## src/rtl/attn_pkg.sv

```systemverilog
// Shared Q-format constants, FSM encoding and width helpers for the attention datapath.
package attn_pkg;

    localparam int unsigned DW    = 8;
    localparam int unsigned FRAC  = 6;
    localparam int unsigned Q_ONE = 64;

    typedef enum logic [1:0] {FILL, DIV, DRAIN} state_t;

    function automatic int unsigned sum_width(input int unsigned dw, input int unsigned row_len_max);
        return dw + $clog2(row_len_max);
    endfunction

    function automatic int unsigned quot_width(input int unsigned frac, input int unsigned sumw);
        return frac + sumw + 1;
    endfunction

endpackage

```

## src/rtl/recip_div.sv

```systemverilog
// Bit-serial restoring divider computing floor(2^SHIFT / den), one quotient bit per cycle.
module recip_div #(
    parameter int unsigned SHIFT = 18,
    parameter int unsigned DENW  = 12,
    parameter int unsigned QW    = 19
) (
    input  logic            clk,
    input  logic            rst_n,
    input  logic            start,
    input  logic [DENW-1:0] den,
    output logic            busy,
    output logic            done,
    output logic [QW-1:0]   quot
);
    localparam int unsigned CNTW = $clog2(QW + 1);

    logic [DENW-1:0] den_q;
    logic [DENW-1:0] rem;
    logic [CNTW-1:0] left;
    logic [DENW:0]   rem_sh;
    logic [DENW:0]   diff;
    logic            ge;

    // quot starts as the dividend and shifts quotient bits in as dividend bits shift out
    assign rem_sh = {rem, quot[QW-1]};
    assign ge     = rem_sh >= {1'b0, den_q};
    assign diff   = rem_sh - {1'b0, den_q};
    assign done   = busy && (left == CNTW'(1));

    always_ff @(posedge clk or negedge rst_n) begin
        if (!rst_n) begin
            busy  <= 1'b0;
            left  <= '0;
            den_q <= '0;
            rem   <= '0;
            quot  <= '0;
        end else if (start) begin
            busy  <= 1'b1;
            left  <= CNTW'(QW);
            den_q <= den;
            rem   <= '0;
            quot  <= QW'(1) << SHIFT;
        end else if (busy) begin
            rem  <= ge ? diff[DENW-1:0] : rem_sh[DENW-1:0];
            quot <= {quot[QW-2:0], ge};
            left <= left - CNTW'(1);
            if (left == CNTW'(1)) busy <= 1'b0;
        end
    end

endmodule

```

## src/rtl/softmax_norm.sv

```systemverilog
// Softmax normalizer: buffers and sums one row of Q1.6 exponents, divides once, streams p_i = e_i / sum.
module softmax_norm #(
    parameter int unsigned ROW_LEN_MAX = 16,
    parameter int unsigned DW          = attn_pkg::DW,
    parameter int unsigned FRAC        = attn_pkg::FRAC
) (
    input  logic          clk,
    input  logic          rst_n,
    input  logic          in_valid,
    output logic          in_ready,
    input  logic [DW-1:0] in_data,
    input  logic          in_last,
    output logic          out_valid,
    input  logic          out_ready,
    output logic [DW-1:0] out_data,
    output logic          out_last,
    output logic          err_overflow
);
    import attn_pkg::*;

    localparam int unsigned SUMW = sum_width(DW, ROW_LEN_MAX);
    localparam int unsigned QW   = quot_width(FRAC, SUMW);
    localparam int unsigned CW   = $clog2(ROW_LEN_MAX);
    localparam int unsigned LW   = CW + 1;
    localparam int unsigned PW   = DW + QW;
    localparam logic [PW-1:0] ROUND = PW'(1) << (SUMW - 1);
    localparam logic [DW-1:0] ONE   = DW'(1) << FRAC;

    state_t          state, state_nx;
    logic [DW-1:0]   row_buf [ROW_LEN_MAX];
    logic [CW-1:0]   cnt;
    logic [CW-1:0]   idx;
    logic [LW-1:0]   len;
    logic [SUMW-1:0] sum;
    logic [SUMW-1:0] sum_nx;
    logic            zero_row;
    logic            in_hs, out_hs, at_max, row_end, forced;
    logic            div_start, div_busy, div_done;
    logic [QW-1:0]   quot, recip;
    logic [PW-1:0]   prod, scaled;

    assign in_hs     = in_valid && in_ready;
    assign out_hs    = out_valid && out_ready;
    assign at_max    = (cnt == CW'(ROW_LEN_MAX - 1));
    assign row_end   = in_hs && (in_last || at_max);
    assign forced    = in_hs && !in_last && at_max;
    assign sum_nx    = sum + SUMW'(in_data);
    assign div_start = row_end && (sum_nx != '0);

    recip_div #(
        .SHIFT (FRAC + SUMW),
        .DENW  (SUMW),
        .QW    (QW)
    ) u_div (
        .clk   (clk),
        .rst_n (rst_n),
        .start (div_start),
        .den   (sum_nx),
        .busy  (div_busy),
        .done  (div_done),
        .quot  (quot)
    );

    always_ff @(posedge clk or negedge rst_n) begin
        if (!rst_n) state <= FILL;
        else        state <= state_nx;
    end

    // An all-zero row still spends one cycle in DIV so its output starts one cycle after row end
    always_comb begin
        state_nx = state;
        case (state)
            FILL:    if (row_end) state_nx = DIV;
            DIV:     if (zero_row || div_done) state_nx = DRAIN;
            DRAIN:   if (out_hs && out_last) state_nx = FILL;
            default: state_nx = FILL;
        endcase
    end

    always_comb begin
        in_ready  = (state == FILL) && !div_busy;
        out_valid = (state == DRAIN);
    end

    always_ff @(posedge clk) begin
        if (in_hs) row_buf[cnt] <= in_data;
    end

    always_ff @(posedge clk or negedge rst_n) begin
        if (!rst_n) begin
            cnt          <= '0;
            idx          <= '0;
            len          <= '0;
            sum          <= '0;
            zero_row     <= 1'b0;
            err_overflow <= 1'b0;
        end else begin
            err_overflow <= forced;
            if (in_hs) begin
                cnt <= cnt + CW'(1);
                sum <= sum_nx;
            end
            if (row_end) begin
                len      <= {1'b0, cnt} + LW'(1);
                zero_row <= (sum_nx == '0);
            end
            if (out_hs) begin
                if (out_last) begin
                    idx <= '0;
                    cnt <= '0;
                    sum <= '0;
                end else begin
                    idx <= idx + CW'(1);
                end
            end
        end
    end

    assign recip    = zero_row ? '0 : quot;
    assign prod     = PW'(row_buf[idx]) * PW'(recip);
    assign scaled   = (prod + ROUND) >> SUMW;
    assign out_data = !out_valid ? '0 : (scaled > PW'(ONE)) ? ONE : scaled[DW-1:0];
    assign out_last = out_valid && ({1'b0, idx} == len - LW'(1));

endmodule

```

## config.mk

```make
export PLATFORM = sky130hd
export DESIGN_NAME = softmax_norm
export DESIGN_NICKNAME = d
export VERILOG_FILES = /design/src/rtl/attn_pkg.sv /design/src/rtl/recip_div.sv /design/src/rtl/softmax_norm.sv
export SDC_FILE = /design/constraint.sdc
export NUM_CORES = 1
export LEC_CHECK = 0
export BUFFER_PORTS_ARGS = -buffer_cell sky130_fd_sc_hd__buf_2
export CAP_MARGIN = 20
export CORE_MARGIN = 3
export CORE_UTILIZATION = 60
export CTS_BUF_LIST = sky130_fd_sc_hd__clkbuf_4 sky130_fd_sc_hd__clkbuf_8
export DETAILED_ROUTE_END_ITERATION = 12
export GPL_ROUTABILITY_DRIVEN = 1
export PLACE_DENSITY_LB_ADDON = 0.12
export SLEW_MARGIN = 10
export SYNTH_ARGS = -nofsm -noshare
export SYNTH_HDL_FRONTEND = slang
export SYNTH_SLANG_ARGS = --single-unit
```

## constraint.sdc

```tcl
create_clock -name clk -period 8 [get_ports clk]
set_input_delay 0.8 -clock clk [delete_from_list [all_inputs] [get_ports clk]]
set_output_delay 0.8 -clock clk [all_outputs]
set_load 0.02 [all_outputs]
```

* Yosys cells after proc, flatten, opt, wreduce, memory -nomap -nowiden *
Memory sizes are Yosys's and may differ from the RTL's.
Index checks and enable logic that the tools add are counted.

operators by class
  $lt $le $gt $ge = 2
  reduce and logical (&&, ||, !) cells = 19
  multiplexer cells = 26
  shift-type cells = 0
  bitwise operators = 0
  multiply operators = 1
  equal/unequal tests = 8
  add/sub/neg operators = 8
  div/mod/pow operators = 0

operators with widths
  kind                                                  count
  2-to-1 mux 12 bit                                     6
  2-to-1 mux 19 bit                                     3
  adder 27 x 12 -> 27 bit (second input constant)       1
  multiplier 8 x 19 -> 27 bit                           1
  2-to-1 mux 4 bit                                      4
  2-to-1 mux 8 bit                                      2
  > comparator 15 x 7 -> 1 bit (second input constant)  1
  greater-or-equal comparator 13 x 12 -> 1 bit          1
  adder 12 x 8 -> 12 bit                                1
  zero test 12 bit                                      1
  nonzero test 12 bit                                   1
  subtractor 12 bit                                     1
  logical AND 1 bit                                     10
  2-to-1 mux 5 bit                                      2
  subtractor 5 x 1 -> 5 bit (second input constant)     2
  adder 4 x 1 -> 4 bit (second input constant)          2
  2-to-1 mux 2 bit                                      3
  case mux 2 bit (3 select lines)                       1
  adder 4 x 1 -> 5 bit (second input constant)          1
  equality test 4 x 5 -> 1 bit                          1
  equality test 5 x 1 -> 1 bit (second input constant)  1
  2-to-1 mux 1 bit                                      5
  equality test 4 bit (second input constant)           1
  != test 2 bit (second input constant)                 2
  8 further kinds                                       10

storage, ports and cells
  input bits = 13
  latch bits = 0
  output and inout port bits = 12
  bits in registers = 78
  RAM bits = 128
  memories = 1
  memory bits (read-only) = 0

memory list
  name     depth  bits a word  rd ports  clocked after memory_dff  wr ports  line                source
  row_buf  16     8            1         0                         1         softmax_norm.sv:30  logic [DW-1:0] row_buf [ROW_LEN_MAX];

* Longest topological paths before layout *
  depth after elaboration = 6
  depth in mapped cells = 29
  depth with buffers taken out = 23

* Cells and area by module *
From an unflattened synthesis, not the netlist that was laid out.

second synthesis, totals
  cells, all modules = 1,358
  area total of the unflattened synthesis = 14,622.8 um^2

modules (own cells, without submodules)
  module        area each (um^2)  seq. area each (um^2)  cells an instance  instances
  softmax_norm  11,901.4          4,569.4                1,081              1
  recip_div     2,721.4           1,226.2                277                1

* Worst setup path before layout *
No wires, ideal clock.

  path kind = flip-flop to output port
  from = reg idx[0]
  to = out out_data[2]
  arrival = 8.093 ns
  required time = 7.200 ns
  slack = -0.893 ns
  cell stages (with the launch flop) = 27
  path through = dfrtp_1 buf_2 buf_1 mux4_2 mux2_2 o21ai_1 clkbuf_1 nor2_1 fa_1 fa_1 fa_1 inv_1 fa_1 inv_1 ha_1 buf_6 a41o_1 a21o_1 and2_4 buf_6 o31ai_4 o21ai_2 a211o_1 mux2_4 or3_4 buf_6 nor4_1

on the way
  word-level cells in the longest chain between the ends = 6

ends and longest elaborated chain
  item                              line                 source
  start: declaration                softmax_norm.sv:32   logic [CW-1:0] idx;
  start signal: assignment          softmax_norm.sv:113  idx <= idx + CW'(1);
  memory (16 x 8 bit) *             n/a
  multiplier 8 x 19 -> 27 bit *     softmax_norm.sv:120  assign prod = PW'(row_buf[idx]) * PW'(recip);
  adder 27 x 12 -> 27 bit *         softmax_norm.sv:121  assign scaled = (prod + ROUND) >> SUMW;
  > comparator 15 x 7 -> 1 bit      softmax_norm.sv:122  assign out_data = !out_valid ? '0 : (scaled > PW'(ONE)) ? ONE : scaled[DW-1:0];
  2-to-1 mux 8 bit * (2 in series)  softmax_norm.sv:122
  end: declaration                  softmax_norm.sv:15   output logic [DW-1:0] out_data,

Every way passes the cells marked *; elsewhere a longest branch is shown, timed or not.

* Worst setup path after layout *
  from = reg idx[0]
  to = out out_data[5]

Same word-level chain as after synthesis.

==> impl_metrics.csv <==
group,metric,value,unit
yosys,syn_nets,1526,
global_route,met1_usage,34.1,%
drt,dr_total_vias,9852,
place,numPortBuffers,23,
drt,ant_nets,0,
cts,insertion_delay,0.57,ns
setup_path,critical_path.max_stage_delay,0.54,ns
floorplanning,coreArea,0.0231,mm2
drt,drt-total-wl,30900,um
timing,slew_headroom,32.9,%
timing,fin_crit_sh,102,%
drt,first_iter_violations,751,
yosys,yosys.cell_types.count,65,
setup_path,worstSetupStartpointType,"register",
timing,fmax,122,MHz
cts,cts_hold_buf,0,
setup_path,required,7.20,ns
drt,post_drt_wl_per_cell,17.7,um
final_layout,syn_to_final_growth,16.6,%
global_route,grt_pass1_vias,10298,
cts,htree_levels,1,
yosys,synth_most_common_cell,"nor2_1",
yosys,synth_area_leaders,"edfxtp_1 27%, fa_1 14%, dfrtp_1 14%",
timing,fin_crit,8.18,ns
timing,worst_slew_pin_slew,1.00,ns
setup_path,critPathKind,"reg2out",
drt,viasPerCell,5.64,
final_layout,antennaDiodeCount,0,
timing,fin_ws,-0.175,ns
setup_path,worstPathArrival,7.38,ns
global_route,grt_start_max_net_pins,79,
drt,firstDrtPassIters,6,
global_route,antenna_found_initial,0,
floorplanning,initial_core_util,62.2,%
yosys,async_reset_ff_share,37.9,%
cts,cts_num_sinks,206,
global_route,top_usage_layer,"met2",
yosys,synth-warning-count,0,
place,place_hpwl,21500,um
timing,holdWs,0.108,ns
global_route,grt_use_met3,2.91,%
cts,cts_buffer_depth,3,
setup_path,crit_family,"adder cells",
cts,path_clk_slew,0.07,ns
global_route,grt_pass1_wl,51800,um
yosys,synth_edf_count,128,
timing,fin_skew,0.0156,ns
drt,drc_errors,0,
yosys,netlist_area,0.0143,mm2
setup_path,crit_path_frequent_cell,"fa_1",
outcome,status,"finished, violations left",
yosys,synth-seq-area-share,40.4,%
cts,numCtsBuffers,31,
yosys,synth-main-ff-cell,"edfxtp_1",
yosys,synth.avg_cell_area,10.8,um2
timing,rsz0062_at_grt,"true",
final_layout,fin_nets,1612,
setup_path,path_max_fanout,6,
flow_run,drv_cap,0,
setup_path,crit_slowest_cell,"fa_1",
yosys,synth_top_area_share,26.8,%
global_route,track_usage,24.7,%
floorplanning,io_pins,25,
floorplanning,rows,55,
min_path,hp-class,"in2async",
yosys,synth.cells.most_frequent,"164 x nor2_1, 155 x inv_1, 128 x edfxtp_1",
floorplanning,die_y,161,um
setup_path,cp-end-kind,"primary output",
cts,cts_tree,"built",
timing,setup_violations,6,
yosys,yosysTopAreaCell,"edfxtp_1",
yosys,synth_seq_cells,206,
floorplanning,die_x,161,um
timing,setup_tns,-0.712,ns
global_route,gr-total-overflow,0,
timing,drv_slew,0,
cts,root_buffer,"clkbuf_8",
global_route,grtUsageMet2,41.9,%
floorplanning,dieArea,0.0258,mm2
outcome,violations,"negative setup slack",
setup_path,cp_num_buf_inv,7,
place,place.gp.congestion,0.878,
timing,hold_viol_final,0,
yosys,synthCells,1323,
final_layout,filler_cell_count,1574,
final_layout,drive_gt1_share,22.7,%
-- registers in the layout, indices dropped and copies added, names as in the netlist --
| register | cells |
|---|---|
| u_div.busy | 1 |
| len | 5 |
| cnt | 4 |
| sum | 12 |
| u_div.quot | 19 |
| state | 2 |
| idx | 4 |
| row_buf | 128 |
| zero_row | 1 |
| u_div.rem | 12 |
| err_overflow | 1 |
| u_div.den_q | 12 |
| u_div.left | 5 |
-- routing by layer --
| layer | routed length, um | part of all wire [%] | up-vias |
|---|---|---|---|
| li1 | - | - | 4638 |
| met1 | 13600 | 44 | 4901 |
| met2 | 15300 | 50 | 259 |
| met3 | 1390 | 4.5 | 54 |
| met4 | 646 | 2.1 | 0 |
| met5 | 0 | 0 | - |
-- placed cells by master (no fill, tap or decap), types with 20 or more instances in the layout --
cell and instances:
nor2_1 162, inv_1 146, edfxtp_1 128, nand2_1 99, fa_1 97, dfrtp_1 77
ha_1 75, buf_4 74, o21ai_0 57, clkbuf_8 42, nand2b_1 40, mux4_2 32
a21oi_1 30, xnor2_1 27, nand3_1 22, or2_2 21, nor3_1 20
-- timing repair --
action | 4_1_cts | 5_1_grt
gates resized for setup | 105 | 12
setup endpoints to repair | 7 | 7
pin swaps | 81 | 26
buffers inserted | 41 | 8
gates cloned | 1 | 0
-- cell families (layout without fill, tap and decap cells) --
logic type / count (synthesis) / after routing / synth area share (%)
AND/OR/NAND/NOR: 430 / 430 / 14.0
other: 1 / 1 / 0.0262
AO/OA/AOI/OAI: 163 / 163 / 7.07
adder cells (fa/ha/maj): 190 / 190 / 22.0
multiplexers: 68 / 68 / 7.71
flip-flops: 206 / 206 / 40.4
buffers and inverters: 218 / 329 / 5.90
XOR/XNOR: 47 / 47 / 2.87
-- worst paths after layout --
check,start,endpoint,slack [ns],cells past startpoint
max in group asynchronous,rst_n,idx[0]$_DFFE_PN0P_,7.29,2
worst max register to register,state[0]$_DFFE_PN0P_,u_div.den_q[3]$_DFFE_PN0P_,4.00,9
worst max-delay path,idx[0]$_DFFE_PN0P_,out_data[5],-0.18,25
worst min-delay path,rst_n,u_div.rem[4]$_DFFE_PN0P_,0.11,1
min in group clk,in_last,err_overflow$_DFF_PN0_,0.47,2
worst min register to register,u_div.den_q[11]$_DFFE_PN0P_,u_div.den_q[11]$_DFFE_PN0P_,0.48,2
-- worst reg2reg max path: cells and delay by family (launching register included) --
family / cells / cell delay (ns)
DFF: 1 / 0.41
buffers and inverters: 2 / 0.49
and+or+nand+nor: 4 / 2.37
AOI/OAI and AO/OA: 2 / 0.28
muxes: 1 / 0.34
-- layout make-up --
class                   count  area (um2)  share of cell area (%)
inverters                 155         582                    3.48
flip-flops and latches    206        5800                    34.7
repair buffers            116        1000                    5.98
well taps                 313         392                    2.34
clock buffers              46         608                    3.64
clock inverters            12        95.1                   0.569
multi-input cells         899        8240                    49.3
-- through the flow --
stage	cells	util (%)	worst slack [ns]	cell area (um2)
after floorplan	1323	-	-0.0262	14400
after global placement	1641	65.4	0.0846	15100
after detailed placement	1641	65.4	-0.0679	15100
after CTS	1740	72.1	-0.0680	16600
after global routing	1747	72.5	-0.372	16700
final	1747	72.5	-0.175	16700
Power is left out: the tool's default activity adds up to more than one toggle a clock period on the data nets, which glitch-free logic cannot reach.
